==> config.mk <==
export PLATFORM = sky130hd
export DESIGN_NAME = lcd_cmd_sequencer
export DESIGN_NICKNAME = d
export VERILOG_FILES = /design/src/rtl/lcd_cmd_sequencer.sv
export SDC_FILE = /design/constraint.sdc
export NUM_CORES = 1
export LEC_CHECK = 0
export BUFFER_PORTS_ARGS = -buffer_cell sky130_fd_sc_hd__buf_2
export CORE_AREA = 3 3 81 83
export CTS_BUF_LIST = sky130_fd_sc_hd__clkbuf_16
export CTS_CLUSTER_DIAMETER = 120
export CTS_CLUSTER_SIZE = 40
export DETAILED_ROUTE_END_ITERATION = 12
export DIE_AREA = 0 0 84 86
export PLACE_DENSITY = 0.67
export RECOVER_POWER = 50
export SLEW_MARGIN = 10
export SYNTH_ARGS = -nofsm -noshare
export SYNTH_HDL_FRONTEND = slang
export SYNTH_SLANG_ARGS = --single-unit
export TNS_END_PERCENT = 100
==> constraint.sdc <==
create_clock -name clk -period 2.1 [get_ports clk]
set_input_delay 0.21 -clock clk [delete_from_list [all_inputs] [get_ports clk]]
set_output_delay 0.21 -clock clk [all_outputs]
set_load 0.01 [all_outputs]
==> src/rtl/lcd_cmd_sequencer.sv <==
// -----------------------------------------------------------------------------
// lcd_cmd_sequencer
//
// Upstream master for the LCD strobe/timing controller. It waits out the LCD
// power-up time after reset, issues the fixed HD44780 init sequence
// (38, 0C, 01, 06), then forwards user bytes one bus cycle at a time.
//
// Each bus cycle is a write strobe held until the controller acknowledges it.
// The controller acknowledges by pulling rdy low. The strobe is then released.
// The sequencer waits for rdy to return high before starting anything else.
//
// Optional feature, macro LCD_SEQ_LINE_WRAP_EN:
//   - A column counter tracks completed data bytes.
//   - After the 16th data byte the sequencer inserts 8'hC0 (move to line 2).
//   - After the 32nd it inserts 8'h80 (back to line 1) and the counter wraps.
//   - User commands 8'h01 (clear) and 8'h02 (home) zero the counter.
//
// Ports:
//   clk          system clock
//   rst          asynchronous, active-high reset
//   rdy          controller RDY: low = cycle accepted / busy, high = idle.
//                Assumed to be synchronous to clk.
//   in_valid     user byte available
//   in_rs        1 = character (data register), 0 = command
//   in_data      user byte
//   in_ready     byte accepted on a clock edge where in_valid & in_ready
//   nCS, nWR     active-low chip select / write strobe, always move together
//   nRD          read strobe, held inactive (reads are not used)
//   rs, db       register select and data byte presented to the controller
//   init_done    high once the init sequence has finished (sticky)
//   err_timeout  one-cycle pulse when a strobe is abandoned without an ack
// -----------------------------------------------------------------------------
module lcd_cmd_sequencer #(
  parameter int PWRUP_CYCLES = 750000,
  parameter int ACK_TIMEOUT  = 16,
  parameter int STROBE_MIN   = 2
) (
  input  logic       clk,
  input  logic       rst,
  input  logic       rdy,
  input  logic       in_valid,
  input  logic       in_rs,
  input  logic [7:0] in_data,
  output logic       in_ready,
  output logic       nCS,
  output logic       nWR,
  output logic       nRD,
  output logic       rs,
  output logic [7:0] db,
  output logic       init_done,
  output logic       err_timeout
);

  localparam int PW = (PWRUP_CYCLES > 1) ? $clog2(PWRUP_CYCLES) : 1;
  localparam int TW = $clog2(ACK_TIMEOUT + 1);

  // The counters hold the number of cycles already spent in a state.
  // Comparing against "count - 1" therefore means "this is the last cycle".
  localparam logic [PW-1:0] PWR_LAST = PW'(PWRUP_CYCLES - 1);
  localparam logic [TW-1:0] STB_LAST = TW'(STROBE_MIN - 1);
  localparam logic [TW-1:0] TO_LAST  = TW'(ACK_TIMEOUT - 1);

  typedef enum logic [2:0] {
    S_PWRUP,
    S_LOAD,
    S_IDLE,
    S_STROBE,
    S_RELEASE,
    S_WAIT_DONE
  } state_t;

  state_t        state_reg,       state_next;
  logic [PW-1:0] pwr_cnt_reg,     pwr_cnt_next;
  logic [TW-1:0] stb_cnt_reg,     stb_cnt_next;
  logic          ack_seen_reg,    ack_seen_next;
  logic [1:0]    idx_reg,         idx_next;
  logic          init_done_reg,   init_done_next;
  logic          ncs_reg,         ncs_next;
  logic          nwr_reg,         nwr_next;
  logic          rs_reg,          rs_next;
  logic [7:0]    db_reg,          db_next;
  logic          in_ready_reg,    in_ready_next;
  logic          err_timeout_reg, err_timeout_next;

`ifdef LCD_SEQ_LINE_WRAP_EN
  logic [4:0]    col_reg,         col_next;
  logic          ins_pending_reg, ins_pending_next;
  logic [7:0]    ins_byte_reg,    ins_byte_next;
  logic [5:0]    col_inc;
`endif

  // Per-cycle actions shared by several states
  logic start_strobe;   // begin a new bus cycle with the rs/db being loaded
  logic go_idle;        // return to S_IDLE and open the user handshake
  logic cycle_end;      // bus cycle finished, either completed or aborted

  function automatic logic [7:0] init_rom(input logic [1:0] i);
    case (i)
      2'd0:    init_rom = 8'h38;  // 8-bit bus, 2 lines, 5x8 font
      2'd1:    init_rom = 8'h0C;  // display on, cursor off
      2'd2:    init_rom = 8'h01;  // clear display
      default: init_rom = 8'h06;  // entry mode: increment, no shift
    endcase
  endfunction

  always_comb begin
    state_next       = state_reg;
    pwr_cnt_next     = pwr_cnt_reg;
    stb_cnt_next     = stb_cnt_reg;
    ack_seen_next    = ack_seen_reg;
    idx_next         = idx_reg;
    init_done_next   = init_done_reg;
    ncs_next         = ncs_reg;
    nwr_next         = nwr_reg;
    rs_next          = rs_reg;
    db_next          = db_reg;
    in_ready_next    = in_ready_reg;
    err_timeout_next = 1'b0;
    start_strobe     = 1'b0;
    go_idle          = 1'b0;
    cycle_end        = 1'b0;
`ifdef LCD_SEQ_LINE_WRAP_EN
    col_next         = col_reg;
    ins_pending_next = ins_pending_reg;
    ins_byte_next    = ins_byte_reg;
    col_inc          = {1'b0, col_reg} + 6'd1;
`endif

    case (state_reg)
      S_PWRUP: begin
        if (pwr_cnt_reg == PWR_LAST) begin
          state_next = S_LOAD;
        end else begin
          pwr_cnt_next = pwr_cnt_reg + 1'b1;
        end
      end

      S_LOAD: begin
        if (!init_done_reg) begin
          rs_next      = 1'b0;
          db_next      = init_rom(idx_reg);
          start_strobe = 1'b1;
`ifdef LCD_SEQ_LINE_WRAP_EN
        end else if (ins_pending_reg) begin
          rs_next          = 1'b0;
          db_next          = ins_byte_reg;
          ins_pending_next = 1'b0;
          start_strobe     = 1'b1;
`endif
        end else begin
          go_idle = 1'b1;
        end
      end

      S_IDLE: begin
        if (in_valid && in_ready_reg) begin
          rs_next       = in_rs;
          db_next       = in_data;
          in_ready_next = 1'b0;
          start_strobe  = 1'b1;
        end
      end

      S_STROBE: begin
        stb_cnt_next  = stb_cnt_reg + 1'b1;
        ack_seen_next = ack_seen_reg | ~rdy;
        // A valid ack takes priority over the timeout.
        // Otherwise a rdy that drops on the very last cycle would be lost.
        if ((ack_seen_reg | ~rdy) && (stb_cnt_reg >= STB_LAST)) begin
          ncs_next   = 1'b1;
          nwr_next   = 1'b1;
          state_next = S_RELEASE;
        end else if (stb_cnt_reg >= TO_LAST) begin
          ncs_next         = 1'b1;
          nwr_next         = 1'b1;
          err_timeout_next = 1'b1;
          cycle_end        = 1'b1;
        end
      end

      S_RELEASE: begin
        state_next = S_WAIT_DONE;
      end

      S_WAIT_DONE: begin
        // No timeout here: a Clear command can keep the LCD busy for ~1.5 ms.
        if (rdy) begin
          cycle_end = 1'b1;
        end
      end

      default: begin
        state_next = S_PWRUP;
      end
    endcase

    if (cycle_end) begin
      if (!init_done_reg) begin
        // An aborted init command still advances the index.
        // This is also true for the last one, so the init cannot loop forever.
        idx_next = idx_reg + 2'd1;
        if (idx_reg == 2'd3) begin
          init_done_next = 1'b1;
          go_idle        = 1'b1;
        end else begin
          state_next = S_LOAD;
        end
      end else begin
`ifdef LCD_SEQ_LINE_WRAP_EN
        // Only completed cycles (not timeouts) move the column counter.
        if (state_reg == S_WAIT_DONE) begin
          if (rs_reg) begin
            col_next = col_inc[4:0];  // 32 wraps to 0 in five bits
            if (col_inc == 6'd16) begin
              ins_pending_next = 1'b1;
              ins_byte_next    = 8'hC0;
            end else if (col_inc == 6'd32) begin
              ins_pending_next = 1'b1;
              ins_byte_next    = 8'h80;
            end
          end else if ((db_reg == 8'h01) || (db_reg == 8'h02)) begin
            col_next = 5'd0;
          end
        end
        if (ins_pending_next) begin
          state_next = S_LOAD;
        end else begin
          go_idle = 1'b1;
        end
`else
        go_idle = 1'b1;
`endif
      end
    end

    if (start_strobe) begin
      state_next    = S_STROBE;
      ncs_next      = 1'b0;
      nwr_next      = 1'b0;
      stb_cnt_next  = '0;
      ack_seen_next = 1'b0;
    end

    if (go_idle) begin
      state_next    = S_IDLE;
      in_ready_next = 1'b1;
    end
  end

  always_ff @(posedge clk or posedge rst) begin
    if (rst) begin
      state_reg       <= S_PWRUP;
      pwr_cnt_reg     <= '0;
      stb_cnt_reg     <= '0;
      ack_seen_reg    <= 1'b0;
      idx_reg         <= 2'd0;
      init_done_reg   <= 1'b0;
      ncs_reg         <= 1'b1;
      nwr_reg         <= 1'b1;
      rs_reg          <= 1'b0;
      db_reg          <= 8'h00;
      in_ready_reg    <= 1'b0;
      err_timeout_reg <= 1'b0;
`ifdef LCD_SEQ_LINE_WRAP_EN
      col_reg         <= 5'd0;
      ins_pending_reg <= 1'b0;
      ins_byte_reg    <= 8'h00;
`endif
    end else begin
      state_reg       <= state_next;
      pwr_cnt_reg     <= pwr_cnt_next;
      stb_cnt_reg     <= stb_cnt_next;
      ack_seen_reg    <= ack_seen_next;
      idx_reg         <= idx_next;
      init_done_reg   <= init_done_next;
      ncs_reg         <= ncs_next;
      nwr_reg         <= nwr_next;
      rs_reg          <= rs_next;
      db_reg          <= db_next;
      in_ready_reg    <= in_ready_next;
      err_timeout_reg <= err_timeout_next;
`ifdef LCD_SEQ_LINE_WRAP_EN
      col_reg         <= col_next;
      ins_pending_reg <= ins_pending_next;
      ins_byte_reg    <= ins_byte_next;
`endif
    end
  end

  assign nCS         = ncs_reg;
  assign nWR         = nwr_reg;
  assign nRD         = 1'b1;
  assign rs          = rs_reg;
  assign db          = db_reg;
  assign in_ready    = in_ready_reg;
  assign init_done   = init_done_reg;
  assign err_timeout = err_timeout_reg;

endmodule

==> reports/qor.yml <==
clk_latency_ns: 0.28
largest_reg_flops: 20
drc: 0
grt_pass1_vias: 1749
cts_resized: 0
grtUsageTotal_pct: 14.3
fin_crit_ns: 2.01
synth.top_cell.area_share_pct: 47.5
gp_congestion: 0.820
cap_violations: 0
syn_nets: 250
drive_gt1_share_pct: 20.1
power_density_nw_per_um2: 1310
antenna_cells: 0
antenna_found_initial: 0
area_growth_pct: 20.1
viasPerCell: 5.08
async_flop_share_pct: 100
power.switching_uw: 1360
cp_slowest_stage_delay_ns: 0.54
grt_first_pass_wirelength_um: 8410
switching_share_pct: 38.2
drtAntennaViolNets: 0
hold_buffers: 0
layout.nets: 290
fin_tns_setup_ns: 0
initial_core_util_pct: 38.2
power_frac_comb_pct: 42.5
fmax_mhz: 498
ys.warnings.count: 0
drt-initial-drc-count: 136
cp-start-kind: "register"
synth_area_per_cell_um2: 9.93
drv_slew: 0
critPathArrivalTime_ns: 2.18
synth.area.top_cells: "dfrtp_1 48%, xor2_1 6.6%, ha_1 5.0%, nand2_1 3.6%, nor2_1 2.8%"
required_ns: 2.27
synth.cell_area_um2: 2260
die_x_um: 84
setup.worst_path.end: "state_reg[1]$_DFF_PP0_"
clkTransAtPathRegs_ns: 0.06
design_area_um2: 2720
routed_wirelength_um: 4830
cts_root_buffer: "clkbuf_16"
fp.coreArea_um2: 5920
htreeDepth: 2
p_leak_uw: 0.00129
multi_input_area_um2: 1090
num_vias: 1749
tritoncts: "built"
die_area_um2: 7220
fillCellCount: 560
ys_ff_latch: 44
syn_inst: 228
fin_worst_skew_ns: 0.00355
synthDistinctLibCells: 40
cp_cell_sequence: "or4_4 -> o32ai_4 -> nand3_2 -> a211o_1 -> a211o_1"
crit_type: "register to register"
fp.dieH_um: 86
finalHoldViolCount: 0
slew_headroom_pct: 27.7
max-clock-path-buffers: 2
setup_viol_count_final: 0
period_share_pct: 95.6
synth_top_cell_by_area: "dfrtp_1"
cp_common_cell: "a211o_1"
gr-total-overflow: 0
critPathSlowestCell: "or4_4"
startpoint: "stb_cnt_reg[4]$_DFFE_PP0P_"
end_kind: "register"
r2r-end: "state_reg[1]$_DFF_PP0_"
post_cts_buffers: 0
p_clk_share_pct: 20.7
rsz0062_at_grt: "no"
rr_startpoint: "stb_cnt_reg[4]$_DFFE_PP0P_"
clock-sinks: 44
firstDrtPassIters: 5
rows: 28
synth_flop_cell: "dfrtp_1"
grt_max_degree: 45
path_max_fanout: 4
finalPower_uw: 3560
yosysSeqAreaShare_pct: 48.7
utilization_pct: 45.9
p_int_uw: 2200
place_area_um2: 2580
hp-class: "input pin to register"
ios: 28
ff2ff_setup_slack_ns: 0.09
ir_worst_vdd_uv: 477
synth_edf_count: 0
wl_per_cell_um: 14.0
cts-buffers-inserted: 5
seqPwrFrac_pct: 36.8
ff2ff_path_depth: 5
regArea_um2: 1100
status: "finished, final reports clean"
place_hpwl_um: 3340
tightest_slew_ns: 1.08
port_buffers: 26
## critical path: cells and delay by family, from the launching register on
family | cells | cell delay (ns)
AOI/OAI and AO/OA | 3 | 0.80
and+or+nand+nor | 2 | 0.71
DFF | 1 | 0.38
## metrics by stage
step                      std cells  setup WS [ns]  hold slack, ns
after floorplan                 228         0.0419           0.349
after global placement          336          0.117           0.383
after CTS                       344         0.0180          0.0862
final                           344         0.0923           0.152
after global routing            344        0.00520           0.181
after detailed placement        336         0.0737           0.383
## area by class of cell
type / count / area share, %
clock buffer: 5 / 4.60
clock inverter: 3 / 0.414
inverter: 14 / 1.93
multi-input combinational: 161 / 40.3
sequential: 44 / 40.5
tap: 75 / 3.45
timing repair buffer: 42 / 8.79
## logic make-up (layout without fill, tap and decap cells)
logic type	Yosys count	count (layout)	share of synthesized area, %
flip-flops	44	44	48.7
multiplexers	2	2	0.995
XOR/XNOR	23	23	8.90
buffers and inverters	23	64	4.15
adder cells (fa/ha/maj)	9	9	4.98
AO/OA/AOI/OAI	30	30	8.90
other	1	1	0.166
AND/OR/NAND/NOR	96	96	23.2
## how the worst min path moves through the flow
stage | to | slack (ns) | from | cells after the start
4_1_cts | err_timeout$_DFF_PP0_ | 0.09 | rst | 3
6_report | rs$_DFFE_PP0P_ | 0.15 | in_rs | 3
2_1_floorplan | db[6]$_DFFE_PP0P_ | 0.35 | in_data[6] | 2
5_1_grt | db[6]$_DFFE_PP0P_ | 0.18 | in_data[6] | 3
3_5_place_dp | err_timeout$_DFF_PP0_ | 0.38 | rst | 3
3_3_place_gp | err_timeout$_DFF_PP0_ | 0.38 | rst | 3
## power by group through the flow
stage	Combinational (µW)	Sequential (µW)	Clock (µW)
finish	1510	1310	738
global route	1710	1350	789
CTS	1530	1300	754
detailed placement	1500	1320	0
global placement	1470	1310	0
floorplan	930	1360	0
## cell usage in the layout, fill, tap and decap left out, types with 9 or more instances in the layout
| cell type | Yosys | final |
|---|---|---|
| buf_2 | 0 | 19 |
| xor2_1 | 17 | 17 |
| nand2_1 | 22 | 22 |
| ha_1 | 9 | 9 |
| a21oi_1 | 12 | 10 |
| dfrtp_1 | 43 | 43 |
| inv_1 | 14 | 15 |
| buf_4 | 2 | 15 |
| nand3_1 | 9 | 9 |
| nor2_1 | 17 | 16 |
## routing by layer
metal / global-route usage (%) / part of all wire (%) / wire length [µm]
met5: 0 / 0 / 0
met4: 4.82 / 1.5 / 73
met3: 3.55 / 4.7 / 225
met2: 21.9 / 47 / 2270
met1: 19.7 / 47 / 2260
## Yosys cell counts (3+ instances only)
master	instances
and3_1	3
nor4_1	7
a21oi_1	12
ha_1	9
nor3b_1	3
nand2_1	22
nand4_1	8
clkbuf_1	6
nor2_1	17
nor3_1	7
nor4b_1	5
nand3_1	9
o21ai_0	6
xnor2_1	6
inv_1	14
dfrtp_1	43
xor2_1	17
No activity file was read; power rests on OpenSTA's default activity.
